### src/rtl/tm1638_button_filter.sv
// Filters the TM1638 key scan for the pong logic: debounces each key across scans,
// emits press/release/auto-repeat pulses and force-releases all keys when scans stop.
module tm1638_button_filter #(
  parameter int         DEBOUNCE_SAMPLES = 3,
  parameter int         REPEAT_DELAY     = 12000000,
  parameter int         REPEAT_PERIOD    = 3000000,
  parameter logic [7:0] REPEAT_MASK      = 8'hFF,
  parameter int         SCAN_TIMEOUT     = 2400000
) (
  input  logic       CLK_IN,
  input  logic       RST_IN,
  input  logic       SAMPLE_VALID,
  input  logic [7:0] BUTTONS_IN,
  output logic [7:0] BUTTONS_STABLE,
  output logic [7:0] PRESS_PULSE,
  output logic [7:0] RELEASE_PULSE,
  output logic [7:0] REPEAT_PULSE,
  output logic       STALE
);

  localparam int HOLD_MAX = (REPEAT_DELAY > REPEAT_PERIOD) ? REPEAT_DELAY : REPEAT_PERIOD;
  localparam int HOLD_W   = $clog2(HOLD_MAX) + 1;
  localparam int WD_W     = $clog2(SCAN_TIMEOUT) + 1;

  localparam logic [3:0]        DEB_LAST    = 4'(DEBOUNCE_SAMPLES);
  localparam logic [HOLD_W-1:0] HOLD_DELAY  = HOLD_W'(REPEAT_DELAY);
  localparam logic [HOLD_W-1:0] HOLD_PERIOD = HOLD_W'(REPEAT_PERIOD);
  localparam logic [HOLD_W-1:0] HOLD_ONE    = HOLD_W'(1);
  localparam logic [WD_W-1:0]   WD_LAST     = WD_W'(SCAN_TIMEOUT - 1);
  localparam logic [WD_W-1:0]   WD_ONE      = WD_W'(1);

  logic [7:0]        r_stable;
  logic [7:0]        r_press;
  logic [7:0]        r_release;
  logic [7:0]        r_repeat;
  logic [7:0]        r_phase;
  logic [3:0]        r_agree [8];
  logic [HOLD_W-1:0] r_hold  [8];
  logic [WD_W-1:0]   r_wd;
  logic              r_stale;
  logic              r_stale_d;

  logic              w_force;
  logic [7:0]        w_stable_nxt;
  logic [7:0]        w_press_nxt;
  logic [7:0]        w_release_nxt;
  logic [7:0]        w_repeat_nxt;
  logic [7:0]        w_phase_nxt;
  logic [3:0]        w_agree_nxt [8];
  logic [HOLD_W-1:0] w_hold_nxt  [8];

  // NOTE: every signal gets a default at the top of the block so no path can
  // leave it unassigned, which is what would otherwise infer a latch.
  always_comb begin
    // Force release fires only in the first cycle STALE is visible.
    w_force = r_stale & ~r_stale_d;
    for (int i = 0; i < 8; i++) begin
      w_stable_nxt[i]  = r_stable[i];
      w_press_nxt[i]   = 1'b0;
      w_release_nxt[i] = 1'b0;
      w_repeat_nxt[i]  = 1'b0;
      w_phase_nxt[i]   = r_phase[i];
      w_agree_nxt[i]   = r_agree[i];
      w_hold_nxt[i]    = r_hold[i];

      // A sample landing in the force cycle is dropped; the key restarts from released.
      if (w_force) begin
        w_stable_nxt[i]  = 1'b0;
        w_release_nxt[i] = r_stable[i];
        w_agree_nxt[i]   = 4'd0;
      end else if (SAMPLE_VALID) begin
        if (BUTTONS_IN[i] == r_stable[i]) begin
          w_agree_nxt[i] = 4'd0;
        end else if ((r_agree[i] + 4'd1) == DEB_LAST) begin
          w_stable_nxt[i]  = ~r_stable[i];
          w_press_nxt[i]   = ~r_stable[i];
          w_release_nxt[i] = r_stable[i];
          w_agree_nxt[i]   = 4'd0;
        end else begin
          w_agree_nxt[i] = r_agree[i] + 4'd1;
        end
      end

      // Releasing on the threshold cycle lands in the first branch, so no repeat.
      if (!w_stable_nxt[i] || !REPEAT_MASK[i]) begin
        w_hold_nxt[i]  = '0;
        w_phase_nxt[i] = 1'b0;
      end else if (!r_stable[i]) begin
        w_hold_nxt[i]  = HOLD_ONE;
        w_phase_nxt[i] = 1'b0;
      end else if (r_hold[i] == (r_phase[i] ? HOLD_PERIOD : HOLD_DELAY)) begin
        w_repeat_nxt[i] = 1'b1;
        w_hold_nxt[i]   = HOLD_ONE;
        w_phase_nxt[i]  = 1'b1;
      end else if (r_hold[i] != '1) begin
        w_hold_nxt[i] = r_hold[i] + HOLD_ONE;
      end
    end
  end

  // NOTE: state registers use non-blocking assignments so every flop samples
  // the pre-edge values, independent of statement order.
  always_ff @(posedge CLK_IN or negedge RST_IN) begin
    if (!RST_IN) begin
      r_stable  <= '0;
      r_press   <= '0;
      r_release <= '0;
      r_repeat  <= '0;
      r_phase   <= '0;
      r_wd      <= '0;
      r_stale   <= 1'b0;
      r_stale_d <= 1'b0;
      // NOTE: the counter arrays are real flops, not RAM, so they take the async
      // reset like everything else; a stale count must not survive reset.
      for (int i = 0; i < 8; i++) begin
        r_agree[i] <= '0;
        r_hold[i]  <= '0;
      end
    end else begin
      r_stable  <= w_stable_nxt;
      r_press   <= w_press_nxt;
      r_release <= w_release_nxt;
      r_repeat  <= w_repeat_nxt;
      r_phase   <= w_phase_nxt;
      r_stale_d <= r_stale;
      for (int i = 0; i < 8; i++) begin
        r_agree[i] <= w_agree_nxt[i];
        r_hold[i]  <= w_hold_nxt[i];
      end

      if (SAMPLE_VALID) begin
        r_wd    <= '0;
        r_stale <= 1'b0;
      end else begin
        if (r_wd != '1) begin
          r_wd <= r_wd + WD_ONE;
        end
        // This cycle completes SCAN_TIMEOUT consecutive cycles without a scan.
        if (r_wd >= WD_LAST) begin
          r_stale <= 1'b1;
        end
      end
    end
  end

  assign BUTTONS_STABLE = r_stable;
  assign PRESS_PULSE    = r_press;
  assign RELEASE_PULSE  = r_release;
  assign REPEAT_PULSE   = r_repeat;
  assign STALE          = r_stale;

endmodule

### config.mk
export PLATFORM = sky130hd
export DESIGN_NAME = tm1638_button_filter
export DESIGN_NICKNAME = d
export VERILOG_FILES = /design/src/rtl/tm1638_button_filter.sv
export SDC_FILE = /design/constraint.sdc
export NUM_CORES = 1
export LEC_CHECK = 0
export CORE_UTILIZATION = 55
export CTS_BUF_LIST = sky130_fd_sc_hd__clkbuf_8
export CTS_CLUSTER_SIZE = 28
export DETAILED_ROUTE_END_ITERATION = 10
export GPL_ROUTABILITY_DRIVEN = 1
export GPL_TIMING_DRIVEN = 1
export HOLD_SLACK_MARGIN = 0.15
export PLACE_DENSITY = 0.72
export REMOVE_ABC_BUFFERS = 1
export SETUP_SLACK_MARGIN = 0.2
export SLEW_MARGIN = 40
export SYNTH_ARGS = -nofsm -noshare
export SYNTH_HDL_FRONTEND = slang
export SYNTH_SLANG_ARGS = --single-unit
### constraint.sdc
create_clock -name CLK_IN -period 6.6 [get_ports CLK_IN]
set_clock_uncertainty 0.05 [all_clocks]
set_input_delay 1.32 -clock CLK_IN [delete_from_list [all_inputs] [get_ports CLK_IN]]
set_output_delay 1.32 -clock CLK_IN [all_outputs]
set_load 0.03 [all_outputs]
==> impl_metrics.ini <==
[run_status]
outcome = completed

[die]
rows = 62
ios = 44
start_util_pct = 56.0
die-area_um2 = 30000
die_x_um = 173
die_h_um = 173
core-area_um2 = 28800

[timing]
max_slew_margin_pct = 46.1
setup_tns_ps = 0
report.final.slew_viol_count = 0
post-route-min-period_ps = 3180
hold_ws_ps = 410
tightest_slew_ps = 801
max_freq_ghz = 0.314
hold_viol_final = 0
fin_crit_sh_pct = 48.2
rsz0062_at_grt = no
finalSetupViolations = 0

[route]
dr.pass1.iters = 6
drc = 0
num_vias = 12600
via_per_inst = 5.74
totalWireLength_um = 33400
avgRoutedWirePerCell_um = 15.2
antenna_left = 0
initialDrtViolationCount = 906

[clocking]
numCtsBuffers = 51
cts_num_sinks = 297
cts_hold_buf = 0
cts_resized = 0
clk_latency_ps = 580
clockBufferDepth = 3
cts.reportedPaths.clkPinSlew_ps = 60
cts_max_level = 2
post-cts-setup-buffers = 0
cts_tree = yes
cts-root-buf = clkbuf_8

[global_routing]
antenna_found_initial = 0
grt.overflow.total = 0
first_global_vias = 12300
grtUsageTotal_pct = 23.0
grt_pass1_wl_um = 58300
grt_max_degree = 133

[setup_path]
cp-start-kind = input pin
r2r_end = r_hold[0]$_DFFE_PN0P_
crit_fanout = 27
cp.required_ps = 6990
reg2reg_slack_ps = 3720
r2r_start = r_hold[0]$_DFFE_PN0P_
rr_worst_depth = 7
arrival_ps = 3570
path_cells = buf_2 -> buf_4 -> nand2_1 -> nor2_1 -> a211oi_4 -> a2111oi_0 -> xnor2_1 -> nor2_1
cpMaxStageDelayCell = a2111oi_0
crit_path_frequent_cell = nor2_1
critPathMaxStageDelay_ps = 610
startpoint = SAMPLE_VALID
end_kind = flip-flop
path_class = input pin to flip-flop
critPathCapture = r_hold[94]$_DFFE_PN0P_

[place]
place_congestion = 0.853
hpwl_um = 22200
numPortBuffers = 43
placed_area_um2 = 16900

[synth]
synthCells = 1725
synth_edf_count = 0
syn_area_per_cell_um2 = 9.34
synthesis.area_um2 = 16100
ys_types = 75
ys_ff_latch = 297
ys_seq_area_share_pct = 46.1
synthArstFlopShare_pct = 100
synth_ff_type = dfrtp_1
yosys_warnings = 0

[power]
power.leakage_nw = 7.79
powerDensity_nw_per_um2 = 265
worst_ir_drop_vdd_mv = 0.152

[final_layout]
layout.nets = 1817
drive_gt1_share_pct = 7.29
n_fill_cell = 2393
diodes = 0
area_growth_pct = 11.5
seqCellArea_um2 = 7430
final_area_um2 = 18000
final_common_cell = dfrtp_1
multi_input_area_um2 = 8240
layout_common_cells = dfrtp_1 (297), nand2_1 (220), o21ai_0 (165)

[hold_path]
hold_path.class = flip-flop to flip-flop

[run]
max_cap_violations = 0
worst min-delay path by stage:
stage	start	end	slack, ps	depth (start not counted)
floorplan	r_hold[124]$_DFFE_PN0P_	r_hold[124]$_DFFE_PN0P_	430	1
global placement	STALE$_DFFE_PN0P_	r_stale_d$_DFF_PN0_	390	0
detailed placement	STALE$_DFFE_PN0P_	r_stale_d$_DFF_PN0_	390	0
CTS	STALE$_DFFE_PN0P_	r_stale_d$_DFF_PN0_	400	0
global route	STALE$_DFFE_PN0P_	r_stale_d$_DFF_PN0_	420	0
finish	STALE$_DFFE_PN0P_	r_stale_d$_DFF_PN0_	410	0
stage by stage:
stage	worst slack (ps)	cells	utilization, %	power, mW
after floorplan	3710	1666	-	2.79
after global placement	2890	2103	58.6	3.10
after detailed placement	2960	2103	58.7	3.14
after CTS	3390	2194	62.3	4.82
after global routing	3240	2195	62.4	5.06
final	3420	2195	62.4	4.77
per-layer routing:
layer	GRT usage, %	vias to the layer above	share of wire, %
met2	37.2	209	47
met3	3.47	46	3.8
li1	-	6195	-
met4	6.38	0	1.6
met1	32.2	6150	48
met5	0	-	0
sequential cells by signal, indices dropped and copies added (netlist names):
| name | cells |
|---|---|
| r_hold | 200 |
| r_wd | 23 |
| BUTTONS_STABLE | 8 |
| PRESS_PULSE | 8 |
| REPEAT_PULSE | 8 |
| r_agree | 32 |
| r_phase | 8 |
| r_stale_d | 1 |
| STALE | 1 |
| RELEASE_PULSE | 8 |
critical path, delay by kind of cell:
| kind | cells | cell delay (ps) |
|---|---|---|
| compound gates | 2 | 810 |
| xor+xnor | 1 | 200 |
| buf+inv | 2 | 780 |
| simple gates | 3 | 450 |
where the power goes:
part	leakage, nW	switching, mW	internal, mW
clock network	0.602	0.739	0.919
registers	4.10	0.203	1.96
logic	3.08	0.604	0.348
cell usage after synthesis, types with 23 or more instances:
cell type	count	area [um^2]
dfrtp_1	297	7430
nand2_1	220	826
o21ai_0	165	826
nand3_1	129	646
nor2_1	120	450
xnor2_1	105	920
xor2_1	99	867
inv_1	62	233
nand4_1	59	369
nor3_1	46	230
clkbuf_1	41	154
and3_1	37	231
ha_1	33	413
and4_1	23	201
kinds of logic after synthesis:
group / after synthesis / share of synthesized area (%)
buffers and inverters: 121 / 3.07
muxes: 16 / 1.02
adders and majority gates: 33 / 2.56
xor gates and xnor gates: 204 / 11.1
and+or+nand+nor: 786 / 25.7
AOI/OAI and AO/OA: 268 / 10.4
DFF: 297 / 46.1
layout make-up:
cell class,count,share of cell area [%]
clock buffer,65,4.98
clock inverter,26,0.752
inverter,62,1.30
multi-input combinational,1307,45.9
sequential,297,41.4
tap,384,2.67
timing repair buffer,54,3.06
Power figures use the tool's default switching activity.
